`src/rtl/sram_copy_ctrl_pkg.sv`:
```
// Shared definitions for the SRAM copy controller: default SRAM geometry
// and the copy engine state encoding.
package sram_ctrl_pkg;

    // Default SRAM word address width and word width.
    localparam int ADDR_W = 15;
    localparam int DATA_W = 16;

    // Copy engine states.
    typedef enum logic [1:0] {
        IDLE = 2'd0,
        RUN  = 2'd1,
        DONE = 2'd2
    } state_e;

endpackage

```
`src/rtl/sram_copy_fifo.sv`:
```
// Two-entry FIFO that holds copy read data while port A is owned by the host.
// A push arriving in the same cycle as a pop of the last entry is accepted.
module sram_copy_fifo
    import sram_ctrl_pkg::*;
#(
    parameter int W = DATA_W
) (
    input  logic         clk,
    input  logic         rst,
    input  logic         push_i,
    input  logic         pop_i,
    input  logic [W-1:0] wdata_i,
    output logic [W-1:0] rdata_o,
    output logic [1:0]   count_o
);

    logic [W-1:0] mem_q [2];
    logic [W-1:0] mem_d [2];
    logic         wr_ptr_q, wr_ptr_d;
    logic         rd_ptr_q, rd_ptr_d;
    logic [1:0]   count_q, count_d;
    logic         do_push;
    logic         do_pop;

    // Pointer, occupancy and storage next-state; a full FIFO only takes a push when it also pops.
    always_comb begin
        mem_d    = mem_q;
        wr_ptr_d = wr_ptr_q;
        rd_ptr_d = rd_ptr_q;
        count_d  = count_q;
        do_pop   = pop_i && (count_q != 2'd0);
        do_push  = push_i && ((count_q != 2'd2) || do_pop);
        if (do_push) begin
            mem_d[wr_ptr_q] = wdata_i;
            wr_ptr_d        = ~wr_ptr_q;
        end
        if (do_pop) begin
            rd_ptr_d = ~rd_ptr_q;
        end
        case ({do_push, do_pop})
            2'b10:   count_d = count_q + 2'd1;
            2'b01:   count_d = count_q - 2'd1;
            default: count_d = count_q;
        endcase
    end

    // FIFO state registers with synchronous clear.
    always_ff @(posedge clk) begin
        if (rst) begin
            mem_q[0] <= '0;
            mem_q[1] <= '0;
            wr_ptr_q <= 1'b0;
            rd_ptr_q <= 1'b0;
            count_q  <= 2'd0;
        end else begin
            mem_q    <= mem_d;
            wr_ptr_q <= wr_ptr_d;
            rd_ptr_q <= rd_ptr_d;
            count_q  <= count_d;
        end
    end

    assign rdata_o = mem_q[rd_ptr_q];
    assign count_o = count_q;

endmodule

```
`src/rtl/sram_copy_ctrl.sv`:
```
// SRAM copy controller. Copies len words from src to dst using port B for
// reads and port A for writes, while a host shares port A for single-word
// accesses. The host normally wins port A; after STARVE_MAX consecutive
// cycles of blocked copy data the copy engine takes one write slot.
//
// Handshake: start is a level sampled only in IDLE (accepted when seen there);
// host_req is granted combinationally via host_gnt and the access happens in
// that same cycle; host_rvalid follows a granted read by exactly one cycle.
module sram_copy_ctrl
    import sram_ctrl_pkg::state_e;
    import sram_ctrl_pkg::IDLE;
    import sram_ctrl_pkg::RUN;
    import sram_ctrl_pkg::DONE;
#(
    parameter int ADDR_W     = sram_ctrl_pkg::ADDR_W,
    parameter int DATA_W     = sram_ctrl_pkg::DATA_W,
    parameter int STARVE_MAX = 4
) (
    input  logic              clk,
    input  logic              rst,
    // copy command
    input  logic              start,
    input  logic [ADDR_W-1:0] src_addr,
    input  logic [ADDR_W-1:0] dst_addr,
    input  logic [ADDR_W:0]   len,
    output logic              busy,
    output logic              done,
    // host port
    input  logic              host_req,
    input  logic              host_we,
    input  logic [ADDR_W-1:0] host_addr,
    input  logic [DATA_W-1:0] host_wdata,
    output logic              host_gnt,
    output logic              host_rvalid,
    output logic [DATA_W-1:0] host_rdata,
    // SRAM master side
    output logic              port_a_we,
    output logic [ADDR_W-1:0] port_a_addr,
    output logic [DATA_W-1:0] port_a_wdata,
    input  logic [DATA_W-1:0] port_a_rdata,
    output logic [ADDR_W-1:0] port_b_addr,
    input  logic [DATA_W-1:0] port_b_rdata,
    // debug
    output state_e            dbg_state_o
);

    localparam int SW = (STARVE_MAX < 1) ? 1 : $clog2(STARVE_MAX + 1);
    localparam logic [SW-1:0] STARVE_SAT = SW'(STARVE_MAX);

    state_e            state_q, state_d;
    logic [ADDR_W-1:0] src_q, src_d;
    logic [ADDR_W-1:0] dst_q, dst_d;
    logic [ADDR_W:0]   len_q, len_d;
    logic [ADDR_W:0]   rd_cnt_q, rd_cnt_d;
    logic [ADDR_W:0]   wr_cnt_q, wr_cnt_d;
    logic [ADDR_W:0]   wr_cnt_inc;
    logic              inflight_q, inflight_d;
    logic [SW-1:0]     starve_q, starve_d;
    logic              host_rvalid_q, host_rvalid_d;

    logic              host_blocked;
    logic              copy_pending;
    logic              host_gnt_int;
    logic              copy_wr;
    logic              from_fifo;
    logic [DATA_W-1:0] copy_wdata;
    logic              rd_issue;
    logic [1:0]        occupancy;

    logic              fifo_push;
    logic              fifo_pop;
    logic [DATA_W-1:0] fifo_rdata;
    logic [1:0]        fifo_count;

    sram_copy_fifo #(
        .W (DATA_W)
    ) u_fifo (
        .clk     (clk),
        .rst     (rst),
        .push_i  (fifo_push),
        .pop_i   (fifo_pop),
        .wdata_i (port_b_rdata),
        .rdata_o (fifo_rdata),
        .count_o (fifo_count)
    );

    assign wr_cnt_inc = wr_cnt_q + 1'b1;
    assign occupancy  = fifo_count + {1'b0, inflight_q};

    // Port A arbitration, read issue and FIFO control; all gated off during reset.
    always_comb begin
        host_blocked = (starve_q == STARVE_SAT);
        // Copy data is waiting when buffered or returning from port B this cycle.
        copy_pending = (state_q == RUN) && ((fifo_count != 2'd0) || inflight_q);
        host_gnt_int = host_req && !host_blocked && !rst;
        copy_wr      = copy_pending && !host_gnt_int && !rst;
        from_fifo    = (fifo_count != 2'd0);
        copy_wdata   = from_fifo ? fifo_rdata : port_b_rdata;
        fifo_pop     = copy_wr && from_fifo;
        // Returning data goes to the FIFO unless it bypasses straight to port A.
        fifo_push    = inflight_q && !rst && !(copy_wr && !from_fifo);
        rd_issue     = (state_q == RUN) && (rd_cnt_q < len_q) && (occupancy < 2'd2) && !rst;
    end

    // FSM next-state and datapath register updates.
    always_comb begin
        state_d       = state_q;
        src_d         = src_q;
        dst_d         = dst_q;
        len_d         = len_q;
        rd_cnt_d      = rd_cnt_q;
        wr_cnt_d      = wr_cnt_q;
        inflight_d    = 1'b0;
        starve_d      = starve_q;
        host_rvalid_d = host_gnt_int && !host_we;

        // Starvation counter: reset by a copy write, counts host-held cycles with data waiting.
        if (copy_wr) begin
            starve_d = '0;
        end else if (copy_pending && host_gnt_int && (starve_q != STARVE_SAT)) begin
            starve_d = starve_q + 1'b1;
        end

        case (state_q)
            IDLE: begin
                if (start) begin
                    src_d    = src_addr;
                    dst_d    = dst_addr;
                    len_d    = len;
                    rd_cnt_d = '0;
                    wr_cnt_d = '0;
                    starve_d = '0;
                    state_d  = (len == '0) ? DONE : RUN;
                end
            end
            RUN: begin
                inflight_d = rd_issue;
                if (rd_issue) begin
                    rd_cnt_d = rd_cnt_q + 1'b1;
                end
                if (copy_wr) begin
                    wr_cnt_d = wr_cnt_inc;
                    if (wr_cnt_inc == len_q) begin
                        state_d = DONE;
                    end
                end
            end
            DONE: begin
                state_d = IDLE;
            end
            default: begin
                state_d = IDLE;
            end
        endcase
    end

    // State and datapath registers with synchronous reset.
    always_ff @(posedge clk) begin
        if (rst) begin
            state_q       <= IDLE;
            src_q         <= '0;
            dst_q         <= '0;
            len_q         <= '0;
            rd_cnt_q      <= '0;
            wr_cnt_q      <= '0;
            inflight_q    <= 1'b0;
            starve_q      <= '0;
            host_rvalid_q <= 1'b0;
        end else begin
            state_q       <= state_d;
            src_q         <= src_d;
            dst_q         <= dst_d;
            len_q         <= len_d;
            rd_cnt_q      <= rd_cnt_d;
            wr_cnt_q      <= wr_cnt_d;
            inflight_q    <= inflight_d;
            starve_q      <= starve_d;
            host_rvalid_q <= host_rvalid_d;
        end
    end

    // Output drive: port A mux, port B address and status, all quiet during reset.
    always_comb begin
        port_a_we    = 1'b0;
        port_a_addr  = '0;
        port_a_wdata = '0;
        port_b_addr  = '0;
        if (host_gnt_int) begin
            port_a_we    = host_we;
            port_a_addr  = host_addr;
            port_a_wdata = host_we ? host_wdata : '0;
        end else if (copy_wr) begin
            port_a_we    = 1'b1;
            port_a_addr  = dst_q + wr_cnt_q[ADDR_W-1:0];
            port_a_wdata = copy_wdata;
        end
        if (rd_issue) begin
            port_b_addr = src_q + rd_cnt_q[ADDR_W-1:0];
        end
        host_gnt    = host_gnt_int;
        host_rvalid = host_rvalid_q && !rst;
        host_rdata  = (host_rvalid_q && !rst) ? port_a_rdata : '0;
        busy        = (state_q == RUN) && !rst;
        done        = (state_q == DONE) && !rst;
        dbg_state_o = state_q;
    end

endmodule

```
`config.mk`:
```
export PLATFORM = sky130hd
export DESIGN_NAME = sram_copy_ctrl
export DESIGN_NICKNAME = d
export VERILOG_FILES = /design/src/rtl/sram_copy_ctrl_pkg.sv /design/src/rtl/sram_copy_fifo.sv /design/src/rtl/sram_copy_ctrl.sv
export SDC_FILE = /design/constraint.sdc
export NUM_CORES = 1
export LEC_CHECK = 0
export CAP_MARGIN = 20
export CORE_ASPECT_RATIO = 0.6
export CORE_MARGIN = 4
export CORE_UTILIZATION = 51
export DETAILED_ROUTE_END_ITERATION = 6
export PLACE_DENSITY = 0.81
export SLEW_MARGIN = 40
export SYNTH_ARGS = -nofsm -noshare
export SYNTH_HDL_FRONTEND = slang
export SYNTH_HIERARCHICAL = 1
export SYNTH_SLANG_ARGS = --single-unit
export TNS_END_PERCENT = 100
```
`constraint.sdc`:
```
create_clock -name clk -period 3.7 [get_ports clk]
set_input_delay 0.925 -clock clk [delete_from_list [all_inputs] [get_ports clk]]
set_output_delay 0.925 -clock clk [all_outputs]
set_load 0.005 [all_outputs]
```
==> metrics.txt, run 1 <==
CTS Buffer Depth 2; Max VDD drop ~250 µV; Syn. warnings 6; initial antenna violation count 1; number of synthesized flops with an enable pin 0; largest net degree at the start of global routing 85; IO buf count 182; critical path endpoint port_b_addr[12]; failing checks setup timing; internal reg-to-reg setup slack 0.88 ns; Final period util 1.03; CP Capture Type output pin; global-route wire length before repair 41,000 µm; P_leak about 4.8 nW; vias in the first global route 8,008; Root Buffer clkbuf_16; Post-Synthesis Cell Area 7830 µm²; Cell Area, Placed a little over 10,000 µm²; Crit Path Category reg -> out; Startpoint Class register; WHS 0.464 ns; fill count about 1,000; pre-CTS worst setup slack -0.411 ns; outcome finished with violations; Pwr Density between 300 and 400 nW/µm²; FF-to-FF End u_fifo/count_o[1]; post-synthesis register bit count around 120; GRT Util Overall 0.285; syn_area_per_cell 7.85 µm²; hold buffer count at CTS 0; final worst slack -0.108 ns; worst path arrival time 2.88 ns; Area Growth Syn to Fin 42.2%; drt first pass iters 7; # Max-Cap Violations 0; DP Wirelength 17,900 µm; Slew headroom 0.474; Total Die Area 17,500 µm²; register area share after synthesis 0.309; Routed WL 26,500 µm; min cycle time layout approximately 3.8 ns; total number of vias 8,438; ys flop type dfxtp_1; worst min-delay path class reg -> reg; global route overflow 0; RePlAce Congestion about 0.9; layout cells sized above 1 0.153; Worst Path Required ~2.8 ns; Reg area 2440 µm²; io pins roughly 180; final instance area 11,100 µm²; Worst Tran Pin Value about 0.8 ns; nets 1,384; Highest Clock Rate 263 MHz; Fin Clk Skew 0.0138 ns; final setup violation count 6; Die W 168 µm; initial DRC count 742; Unique masters post-synth slightly above 70; RSZ-0062 raised after global routing yes; Row Count 34; die height 104 µm; cells on worst reg2reg path 11; Post-synth ARST share 0; routed len/inst 18.5 µm; final hold violations 0; antenna viol nets, final 0; H-tree Lvls 4; core box area ~15,000 µm²; Synthesized Nets ~1,200; TritonCTS Buffers 17; Max FO, Critical Path 2; clk_lat worst skew 0.42 ns; TritonCTS Sinks 121; final slew viol count 0; area of the multi-input gates 5240 µm²; Post-Syn Instances 998; vias per cell around 5.9; clk slew on worst S/H paths 0.06 ns; RR Startpoint u_fifo/count_o[0]; Crit. Startpoint rd_cnt_q[0]; CTS tree done; Initial Util 0.531; DRC viols 0
## layout by cell type (no fill, tap or decap), types with 5 or more instances in the layout
cell,n
xnor2_1,29
clkdlybuf4s50_1,133
nand3_1,19
buf_4,63
xor2_1,20
mux2i_1,20
nor4_1,5
and2_1,20
a222oi_1,16
a21oi_1,90
nand2_1,148
buf_6,7
dfxtp_1,109
mux2_2,19
and3_1,8
or4_1,10
nor3_1,12
nor2_1,48
a21o_1,14
or3_1,6
nand2b_1,42
ha_1,43
nor2b_1,20
dfxtp_2,10
clkbuf_16,17
o31ai_1,12
dlygate4sd2_1,41
o21ai_0,74
inv_1,44
nand4_1,5
## power breakdown
group	total, W	switching [W]	internal [W]
combinational	0.000561	0.000274	0.000288
sequential	0.00139	0.0000410	0.00135
clock	0.00174	0.000617	0.00112
## layer usage
metal	share of wire	track usage
met5	0	0
met4	0.018	0.0689
met3	0.11	0.0900
met2	0.45	0.439
met1	0.43	0.390
## area by class of cell
class / instances / area share
Multi-Input combinational cell: 778 / 0.471
Sequential cell: 121 / 0.219
Antenna cell: 1 / 0.000225
Tap cell: 198 / 0.0222
Timing Repair Buffer: 257 / 0.218
Inverter: 45 / 0.0152
Clock buffer: 19 / 0.0389
Clock inverter: 12 / 0.0157
## synthesized netlist by cell type, types with 5 or more instances
cell      count  area, µm²
nand2_1     149        559
dfxtp_1     121       2420
a21oi_1      94        470
o21ai_0      79        395
nor2_1       52        195
ha_1         48        601
inv_1        45        169
nand2b_1     42        263
clkbuf_1     37        139
xnor2_1      29        254
and2_1       21        131
nand3_1      21        105
mux2i_1      20        200
nor2b_1      20        125
xor2_1       20        175
mux2_2       19        214
a222oi_1     16        160
a21o_1       14        105
nor3_1       14       70.1
o31ai_1      13       97.6
or4_1        10       75.1
and3_1        9       56.3
buf_1         6       22.5
buf_2         6       30.0
or3_1         6       37.5
nand4_1       5       31.3
nor4_1        5       31.3
## worst min-delay path by stage
stage              start   endpoint  slack [ns]  cells after the start
5_1_grt         dst_q[4]   dst_q[4]        0.49                      2
4_1_cts        src_q[10]  src_q[10]        0.46                      2
3_3_place_gp   src_q[10]  src_q[10]        0.45                      2
3_5_place_dp   src_q[10]  src_q[10]        0.45                      2
2_1_floorplan   len_q[3]   len_q[3]        0.44                      2
6_report       src_q[10]  src_q[10]        0.46                      2
## worst max-delay path, cell delays in order, from the launching register on
cell and delay (ns):
dfxtp_2 0.33, ha_4 0.16, fa_2 0.37, a21o_1 0.17, a21o_1 0.19, a2111oi_4 0.36
nor2_2 0.09, or3b_4 0.39, and3_4 0.18, nor3_2 0.10, buf_2 0.13
## metrics by stage
stage / power, W / std cells / TNS [ns] / utilization
final: 0.00369 / 1431 / -0.295 / 0.755
after global routing: 0.00381 / 1431 / -0.982 / 0.755
after CTS: 0.00367 / 1425 / -0.294 / 0.745
after detailed placement: 0.00193 / 1373 / -7.03 / 0.683
after global placement: 0.00192 / 1373 / -7.92 / 0.682
after floorplan: 0.00165 / 998 / 0 / -
## sequential cells by signal, indices dropped and copies added, names as in the netlist
signal and cells:
dbg_state_o 2, rd_cnt_q 16, u_fifo/wr_ptr_q 1, wr_cnt_q 16
u_fifo/rd_ptr_q 1, inflight_q 1, src_q 15, starve_q 3
u_fifo/mem_q 32, u_fifo/count_o 2, host_rvalid_q 1, dst_q 15
len_q 16
## cells by family after synthesis
logic type / count (synthesis) / synth area share
compound gates: 263 / 0.207
xor+xnor: 49 / 0.0548
fa+ha+maj: 50 / 0.0818
buf+inv: 99 / 0.0511
flops: 121 / 0.309
mux: 39 / 0.0529
simple gates: 377 / 0.243
## what timing repair did
| item | in CTS | in global routing |
|---|---|---|
| buffers inserted | 18 | 5 |
| pin swaps | 35 | 20 |
| cloned | 3 | 0 |
| resized for setup | 107 | 30 |
| endpoints found under the setup margin | 47 | 11 |
(Power assumes the default switching activity.)
==> run 2: changes to the inputs <==
CORE_ASPECT_RATIO = not set   (was 0.6)
==> metrics.txt, run 2 (synthesized netlist as in run 1, its figures left out) <==
FF-to-FF End dbg_state_o[0]; RR Startpoint wr_cnt_q[1]; final slew viol count 0 (unchanged); io pins 183 (unchanged); TritonCTS Buffers 17 (unchanged); Worst Path Required 2.77 ns (about the same); Highest Clock Rate 262 MHz (-0.27%); Clock power frac 0.459 (-0.012); number of flip-flops in the largest register 32 (unchanged); worst path arrival time 2.89 ns (about the same); Final period util 1.03 (+0.00282); global-route wire length before repair 37,900 µm (-7.5%); Hold Path Depth 2 (unchanged); most common cell after layout, fill and taps aside nand2_1; Worst Tran Pin Value 0.794 ns (+0.00543 ns); # Max-Cap Violations 0 (unchanged); Hold Crit Start len_q[3]; fill count 1,122 (+8.5%); Hold EP len_q[3]; Fin Clk Skew 0.00399 ns (-0.00985 ns); die height 132 µm (+27%); RSZ-0062 raised after global routing yes; initial DRC count 570 (-23%); vias per cell 5.74 (-2.6%); core box area 15,100 µm² (+2.6%); logic gate share of total power 0.153 (about the same); H-tree Lvls 4 (unchanged); DP Wirelength 16,600 µm (-7.4%); failing checks setup timing; post-layout util 0.730 (-0.0245); sw power 0.000877 W (-5.9%); final worst slack -0.118 ns (-0.0104 ns); nets 1,376 (-0.58%); clk slew on worst S/H paths 0.05 ns (about the same); Area Growth Syn to Fin 41.2%; cells on worst reg2reg path 9 (-2); Initial Util 0.517 (-0.0135); global route overflow 0 (unchanged); TritonCTS Sinks 121 (unchanged); min cycle time layout 3.82 ns (+0.0104 ns); Top reg by flops u_fifo/mem_q; hold buffer count at CTS 0 (unchanged); Startpoint Class register; Crit Path Category reg -> out; largest net degree at the start of global routing 81 (-4.7%); Cells after DPL 1,369 (-0.29%); CP Capture Type output pin; P_leak 4.84 nW (+1.3%); final setup violation count 3 (-3); Die W 132 µm (-21%); ANT cells 0 (-1); drt first pass iters 6 (-1); DRC viols 0 (unchanged); vias in the first global route 7,788 (-2.7%); Pwr Density 322 nW/µm² (-2.7%); initial antenna violation count 0 (-1); Routed WL 23,400 µm (-12%); IO buf count 182 (unchanged); Root Buffer clkbuf_16; Max VDD drop 318 µV (+25%); Sequential Power Share 0.388 (+0.011); Max FO, Critical Path 3 (+1); final hold violations 0 (unchanged); GRT Util Overall 0.261 (-0.0244); clk_lat worst skew 0.42 ns (about the same); RePlAce Congestion 0.896 (-0.10%); routed len/inst 16.5 µm (-11%); internal reg-to-reg setup slack 0.95 ns (+0.07 ns); CTS Buffer Depth 2 (unchanged); Total Die Area 17,400 µm² (-0.37%); antenna viol nets, final 0 (unchanged); layout cells sized above 1 0.150 (-0.00390); switching share of power 0.246 (-0.00642); highest-count cells in the layout ignoring fill and taps 149 x nand2_1, 144 x clkdlybuf4s50_1, 113 x dfxtp_1; Int Power 0.00269 W (-2.6%); Row Count 45 (+32%); outcome finished with violations; final setup TNS -0.228 ns (+0.0673 ns); fin cells 1,412 (-1.3%); total number of vias 8,108 (-3.9%); CTS tree done; Slew headroom 0.471 (-0.00362); worst min-delay path class reg -> reg
-- run 2: cell types whose count changed in the layout (fill, tap and decap cells not counted), sizes merged, moves of 2 or more --
cell           change
dlymetal6s2s      +14
clkinv             +2
bufinv             -2
dlygate4sd2       -22
clkbuf             +3
clkinvlp           -3
buf                -7
clkdlybuf4s50     +11
bufbuf             -2
-- run 2: area by class of cell --
| type | count | area [µm²] | share of cell area |
|---|---|---|---|
| Timing Repair Buffer | 249 | 2370 | 0.214 |
| Inverter | 45 | 169 | 0.0153 |
| Tap cell | 188 | 235 | 0.0213 |
| Multi-Input combinational cell | 778 | 5270 | 0.476 |
| Clock inverter | 8 | 93.8 | 0.00849 |
| Clock buffer | 23 | 488 | 0.0441 |
| Sequential cell | 121 | 2440 | 0.220 |
-- run 2: timing repair --
| item | 4_1_cts | 5_1_grt |
|---|---|---|
| pin swaps | 21 | 18 |
| setup endpoints to repair | 39 | 32 |
| resized for setup | 71 | 46 |
| setup buffers | 5 | 7 |
| gates cloned | 0 | 0 |
-- run 2: critical path, stage by stage (launching register included) --
cell,delay (ns)
dfxtp_2,0.34
ha_4,0.16
fa_2,0.33
a21o_1,0.17
a21o_1,0.20
a2111oi_4,0.37
nor2_2,0.08
or3b_4,0.38
and3_4,0.18
nor3_2,0.13
buf_2,0.13
-- run 2: metrics by stage --
stage	power, W	setup slack, ns	hold WS, ns	cell area (µm²)
finish	0.00356	-0.118	0.455	11100
CTS	0.00356	-0.126	0.458	10900
floorplan	0.00165	0.184	0.436	7830
detailed placement	0.00193	-0.345	0.454	10100
global route	0.00368	-0.207	0.483	11100
global placement	0.00192	-0.362	0.447	10100
-- run 2: routing by layer --
layer / track usage / vias to the layer above / share of wire
met3: 0.0641 / 48 / 0.084
met4: 0.104 / 0 / 0.025
met1: 0.327 / 3765 / 0.43
li1: - / 3954 / -
met5: 0 / - / 0
met2: 0.431 / 341 / 0.46
-- run 2: power by group through the flow --
| stage | Clock, W | Combinational [W] | Sequential, W |
|---|---|---|---|
| floorplan | 0 | 0.000252 | 0.00140 |
| global placement | 0 | 0.000515 | 0.00141 |
| detailed placement | 0 | 0.000523 | 0.00141 |
| CTS | 0.00164 | 0.000533 | 0.00138 |
| global route | 0.00170 | 0.000592 | 0.00139 |
| finish | 0.00163 | 0.000544 | 0.00138 |
-- run 2: worst max path at each step --
stage / start / endpoint / depth (start not counted)
finish: rd_cnt_q[0] / port_b_addr[12] / 10
global route: rd_cnt_q[0] / port_b_addr[12] / 10
CTS: src_q[0] / port_b_addr[12] / 10
detailed placement: src_q[0] / port_b_addr[12] / 10
global placement: src_q[0] / port_b_addr[12] / 10
floorplan: rd_cnt_q[0] / port_b_addr[12] / 9
